<file path="src/rtl/axi_lite_pkg.sv">
// Shared types and default widths for the AXI4-Lite master.
// Response codes and master FSM state encoding.
package axi_lite_pkg;

    localparam int AXI_ADDR_W = 32;
    localparam int AXI_DATA_W = 32;

    typedef enum logic [1:0] {
        AXI_OKAY   = 2'b00,
        AXI_EXOKAY = 2'b01,
        AXI_SLVERR = 2'b10,
        AXI_DECERR = 2'b11
    } axi_resp_e;

    typedef enum logic [2:0] {
        S_IDLE,
        S_RD_ADDR,
        S_RD_DATA,
        S_WR_REQ,
        S_WR_RESP,
        S_RSP
    } axi_mst_state_e;

endpackage

</file>
<file path="src/rtl/axi_lite_stat_cnt.sv">
// 16-bit saturating event counter.
// Used for the optional transaction statistics.
module axi_lite_stat_cnt (
    input  logic        clk,
    input  logic        rst,
    input  logic        inc,
    output logic [15:0] cnt
);

    // count events, sticking at all-ones
    always_ff @(posedge clk or negedge rst) begin
        if (!rst) begin
            cnt <= '0;
        end else if (inc && cnt != 16'hFFFF) begin
            cnt <= cnt + 16'd1;
        end
    end

endmodule

</file>
<file path="src/rtl/axi_lite_master.sv">
// Single-outstanding AXI4-Lite master with a command/response port.
// Optional stats counters: define AXI_LITE_MASTER_STATS_EN.
module axi_lite_master
    import axi_lite_pkg::*;
#(
    parameter int ADDR_W = AXI_ADDR_W,
    parameter int DATA_W = AXI_DATA_W
) (
    input  logic              clk,
    input  logic              rst,
    input  logic              cmd_valid,
    output logic              cmd_ready,
    input  logic              cmd_write,
    input  logic [ADDR_W-1:0] cmd_addr,
    input  logic [DATA_W-1:0] cmd_wdata,
    output logic              rsp_valid,
    input  logic              rsp_ready,
    output logic              rsp_write,
    output logic [DATA_W-1:0] rsp_rdata,
    output logic [1:0]        rsp_resp,
    output logic [ADDR_W-1:0] aw_addr,
    output logic              awvalid,
    input  logic              awready,
    output logic [DATA_W-1:0] w_data,
    output logic [DATA_W/8-1:0] wstrb,
    output logic              wvalid,
    input  logic              wready,
    input  logic [1:0]        bresp,
    input  logic              bvalid,
    output logic              bready,
    output logic [ADDR_W-1:0] ar_addr,
    output logic              arvalid,
    input  logic              arready,
    input  logic [DATA_W-1:0] r_data,
    input  logic [1:0]        rresp,
    input  logic              rvalid,
    output logic              rready
`ifdef AXI_LITE_MASTER_STATS_EN
    ,
    output logic [15:0]       stat_rd_cnt,
    output logic [15:0]       stat_wr_cnt,
    output logic [15:0]       stat_err_cnt
`endif
);

    axi_mst_state_e state_q, state_d;
    logic [ADDR_W-1:0] addr_q;
    logic [DATA_W-1:0] wdata_q;
    logic aw_done_q, w_done_q;
    logic cmd_fire;

    assign cmd_fire = (state_q == S_IDLE) && cmd_valid;
    assign aw_addr  = addr_q;
    assign ar_addr  = addr_q;
    assign w_data   = wdata_q;
    assign wstrb    = '1;

    // state register; reset aborts any exchange in flight
    always_ff @(posedge clk or negedge rst) begin
        if (!rst) begin
            state_q <= S_IDLE;
        end else begin
            state_q <= state_d;
        end
    end

    // next state and handshake outputs, decoded from registers only
    always_comb begin
        state_d   = state_q;
        cmd_ready = 1'b0;
        rsp_valid = 1'b0;
        arvalid   = 1'b0;
        rready    = 1'b0;
        awvalid   = 1'b0;
        wvalid    = 1'b0;
        bready    = 1'b0;
        unique case (state_q)
            S_IDLE: begin
                cmd_ready = rst;
                if (cmd_valid) begin
                    state_d = cmd_write ? S_WR_REQ : S_RD_ADDR;
                end
            end
            S_RD_ADDR: begin
                arvalid = 1'b1;
                if (arready) state_d = S_RD_DATA;
            end
            S_RD_DATA: begin
                rready = 1'b1;
                if (rvalid) state_d = S_RSP;
            end
            S_WR_REQ: begin
                awvalid = !aw_done_q;
                wvalid  = !w_done_q;
                if ((aw_done_q || awready) && (w_done_q || wready)) begin
                    state_d = S_WR_RESP;
                end
            end
            S_WR_RESP: begin
                bready = 1'b1;
                if (bvalid) state_d = S_RSP;
            end
            S_RSP: begin
                rsp_valid = 1'b1;
                if (rsp_ready) state_d = S_IDLE;
            end
            default: state_d = S_IDLE;
        endcase
    end

    // command capture, per-channel done flags and response capture
    always_ff @(posedge clk or negedge rst) begin
        if (!rst) begin
            addr_q    <= '0;
            wdata_q   <= '0;
            rsp_write <= 1'b0;
            rsp_rdata <= '0;
            rsp_resp  <= '0;
            aw_done_q <= 1'b0;
            w_done_q  <= 1'b0;
        end else begin
            if (cmd_fire) begin
                addr_q    <= cmd_addr;
                wdata_q   <= cmd_wdata;
                rsp_write <= cmd_write;
                rsp_rdata <= '0;
                rsp_resp  <= '0;
                aw_done_q <= 1'b0;
                w_done_q  <= 1'b0;
            end
            if (state_q == S_WR_REQ) begin
                if (awready) aw_done_q <= 1'b1;
                if (wready)  w_done_q  <= 1'b1;
            end
            if (state_q == S_RD_DATA && rvalid) begin
                rsp_rdata <= r_data;
                rsp_resp  <= rresp;
            end
            if (state_q == S_WR_RESP && bvalid) begin
                rsp_resp <= bresp;
            end
        end
    end

`ifdef AXI_LITE_MASTER_STATS_EN
    logic rsp_fire;
    assign rsp_fire = rsp_valid && rsp_ready;

    axi_lite_stat_cnt u_rd_cnt (
        .clk (clk),
        .rst (rst),
        .inc (rsp_fire && !rsp_write),
        .cnt (stat_rd_cnt)
    );

    axi_lite_stat_cnt u_wr_cnt (
        .clk (clk),
        .rst (rst),
        .inc (rsp_fire && rsp_write),
        .cnt (stat_wr_cnt)
    );

    axi_lite_stat_cnt u_err_cnt (
        .clk (clk),
        .rst (rst),
        .inc (rsp_fire && rsp_resp[1]),
        .cnt (stat_err_cnt)
    );
`endif

endmodule

</file>
<file path="config.mk">
export PLATFORM = sky130hd
export DESIGN_NAME = axi_lite_master
export DESIGN_NICKNAME = d
export VERILOG_FILES = /design/src/rtl/axi_lite_pkg.sv /design/src/rtl/axi_lite_stat_cnt.sv /design/src/rtl/axi_lite_master.sv
export SDC_FILE = /design/constraint.sdc
export NUM_CORES = 1
export LEC_CHECK = 0
export ABC_AREA = 1
export BUFFER_PORTS_ARGS = -buffer_cell sky130_fd_sc_hd__buf_2
export CORE_AREA = 2 2 100 102
export DETAILED_ROUTE_END_ITERATION = 10
export DIE_AREA = 0 0 102 104
export MAX_ROUTING_LAYER = met4
export PLACE_DENSITY = 0.82
export SYNTH_ARGS = -nofsm -noshare
export SYNTH_HDL_FRONTEND = slang
export SYNTH_SLANG_ARGS = --single-unit
</file>
<file path="constraint.sdc">
create_clock -name clk -period 3.23 [get_ports clk]
set_clock_uncertainty 0.1 [all_clocks]
set_input_delay 0 -clock clk [delete_from_list [all_inputs] [get_ports clk]]
set_output_delay 0 -clock clk [all_outputs]
set_load 0.05 [all_outputs]
</file>
==> summary.md <==
| Metric | Value |
|---|---|
| Status | complete, no violations |
| CP delay by family, top | buffers and inverters |
| Cell Area, Synth | 4482 um2 |
| DP Area | 5510 um2 |
| Area of the multi-input gates | 1399 um2 |
| Die width | 102 um |
| Mux share of post-synthesis cell area | 0% |
| Syn_area_per_cell | 8.586 um2 |
| Max Freq | 401.8 MHz |
| Number of synthesized register bits | 104 |
| Largest cells by area after synthesis | dfrtp_1 (58%), nand2_1 (23%), buf_4 (7.0%), nand3_1 (4.1%), inv_1 (1.3%) |
| P&R area growth vs syn | 52.09% |
| CTS Sinks | 104 |
| Reg clk slew, reported paths | 100 ps |
| Post-synth top area share | 58.07% |
| Post-Synth Adder-Cell Area | 0% |
| Critical Path Fanout Max | 34 |
| Seq. cell area | 2603 um2 |
| First-pass GRT wire length | 22290 um |
| Antenna fix cells | 0 |
| Post-synthesis cell type count | 22 |
| CTS resizes | 0 |
| Largest area contributor in the netlist | dfrtp_1 |
| Die area | 10610 um2 |
| Synth top cells by count | nand2_1 (279), dfrtp_1 (104), buf_4 (42) |
| Slew @ Worst Pin | 1080 ps |
| Core ar. | 9549 um2 |
| Slew Limit Headroom | 28.01% |
| H-tree Lvls | 3 |
| Largest net degree at the start of global routing | 67 |
| Die H | 104 um |
| Final Wtd Congestion | 0.8624 |
| CP cell instances | inv_2 > nor2_4 > nand3_4 > inv_4 > nand2_1 > nand3_1 > dlygate4sd3_1 |
| Slowest Stage Delay on Critical Path | 540 ps |
| Synthesized instance count | 522 |
| Final period utilization | 77.04% |
| Vias per cell | 4.788 |
| Async S/R FF share, synth | 100.0% |
| Max cap viols | 0 |
| Syn. warnings | 0 |
| Simple-gate area share of the yosys netlist | 30.09% |
| Antenna violations before repair | 0 |
| Via Count | 4654 |
| CP Launch Type | flip-flop |
| Vias in the first global route | 4779 |
| CTS max path bufs | 2 |
| Post-synthesis sequential area ratio | 58.07% |
| RSZ-0062 raised after global routing | no |
| Post-route cell area | 6817 um2 |
| TritonCTS clock tree | built |
| Layout cell share with drive strength beyond 1 | 32.66% |
| Slowest CP cell | dlygate4sd3_1 |
| Fin nets | 944 |
| DRC marker count from the first detailed-route iteration | 192 |
| Post-Synth XOR/XNOR Area | 0% |
| Drc violations | 0 |
| Post-detailed-routing wire length | 13930 um |
| Most common cell in the netlist | nand2_1 |
| Clock root buffer | clkbuf_8 |
| Wire length per cell | 14.33 um |
| Post-synth EDFFs | 0 |
| CP Class | reg -> reg |
| Arrival @ worst endpoint | 2690 ps |
| Critical path buffer and inverter count | 3 |
| Ports | 252 |
| Compound-Gate Fraction of Synth Area | 0.7817% |
| Post-detail-place hpwl | 8016 um |
| Router iterations before antenna repair | 5 |
| Total CTS buffers | 9 |
| Final Setup Violations | 0 |
| Main combinational cell family by area after synthesis | simple AND/OR/NAND/NOR gates |
| Row count | 36 |
| Required @ worst endpoint | 3430 ps |
| Final antenna-violating net count | 0 |
| Endpoint type of the worst setup path | flip-flop |
| Global Route Usage Sum | 27.23% |
| Fill count | 657 |
| GRT overflow | 0 |
| Min cycle time layout | 2489 ps |
| Clk_lat worst skew | 360 ps |
| Initial core utilization | 46.93% |
| Setup TNS Final | 0 ps |
| Fin. Hold Viols | 0 |
| Buffers on Ports | 247 |
| Min-Delay Path Class | in -> async |
| Slew Limit Fails | 0 |
| Synth Flop Type | dfrtp_1 |
[what timing repair did]
| action | in CTS | in global routing |
|---|---|---|
| setup buffers | 0 | 0 |
| hold endpoints to repair | 160 | 0 |
| hold buffers | 107 | 0 |
[cells in the final DEF (no fill, tap or decap), types with 3 or more instances in the layout]
cell,netlist,layout
inv_1,15,15
nand3_1,37,37
bufinv_16,0,3
conb_1,1,4
buf_2,10,246
o21ai_0,3,3
dfrtp_1,104,104
inv_2,3,3
nand2_1,279,279
clkbuf_8,0,9
buf_4,42,5
nor2_1,6,6
dlygate4sd3_1,0,107
[registers in the layout (all words and copies together), names as in the netlist]
name,count
rsp_write,1
ar_addr,32
aw_done_q,1
rsp_rdata,32
rsp_resp,2
state_q,3
w_data,32
w_done_q,1
[layer usage]
metal / wire length [um] / track usage [%]
met3: 991 / 3.427
met2: 7185 / 46.38
met1: 5249 / 31.17
met4: 506 / 13.71
met5: 0 / -
[worst register-to-register path, delay by kind of cell, from the launching register on]
family                 cells  cell delay (ps)
buffers and inverters      3             1130
AND/OR/NAND/NOR            4              710
flip-flops                 1              500
[metrics by stage]
| step | utilization, % | hold slack [ps] | setup WS [ps] | std cells |
|---|---|---|---|---|
| floorplan | - | -395.6 | 1475 | 525 |
| global placement | 57.70 | -114.2 | 1229 | 849 |
| detailed placement | 57.70 | -102.9 | 1120 | 849 |
| CTS | 71.38 | 20.31 | 724.0 | 972 |
| global route | 71.38 | 48.49 | 552.9 | 972 |
| finish | 71.38 | 34.39 | 741.5 | 972 |
[cells by family after synthesis]
logic type | Yosys count
and+or+nand+nor | 332
DFF | 104
buffers and inverters | 79
AOI/OAI and AO/OA | 6
other | 1
[final timing paths]
check                                        from                        end  slack [ps]  cells past startpoint
max                        state_q[1]$_DFFE_PN0P_    rsp_resp[1]$_DFFE_PN0P_         740                      7
min                                           rst    ar_addr[14]$_DFFE_PN0P_          30                      2
max reg2reg                state_q[1]$_DFFE_PN0P_    rsp_resp[1]$_DFFE_PN0P_         740                      7
min reg2reg                 w_data[7]$_DFFE_PN0P_      w_data[7]$_DFFE_PN0P_         380                      2
max in group asynchronous                     rst  rsp_rdata[18]$_DFFE_PN0P_        2010                      3
min in group clk                        rsp_ready     state_q[2]$_DFFE_PN0P_          70                      7
[cell type report]
type	instances	share of cell area, %
Tap cell	133	2.441
Inverter	19	1.083
Multi-Input combinational cell	342	20.52
Sequential cell	104	38.18
Clock buffer	10	1.872
Timing Repair Buffer	358	34.32
Clock inverter	6	1.579
Power is left out: the tool's default activity adds up to more than one toggle a clock period on the data nets, which glitch-free logic cannot reach.
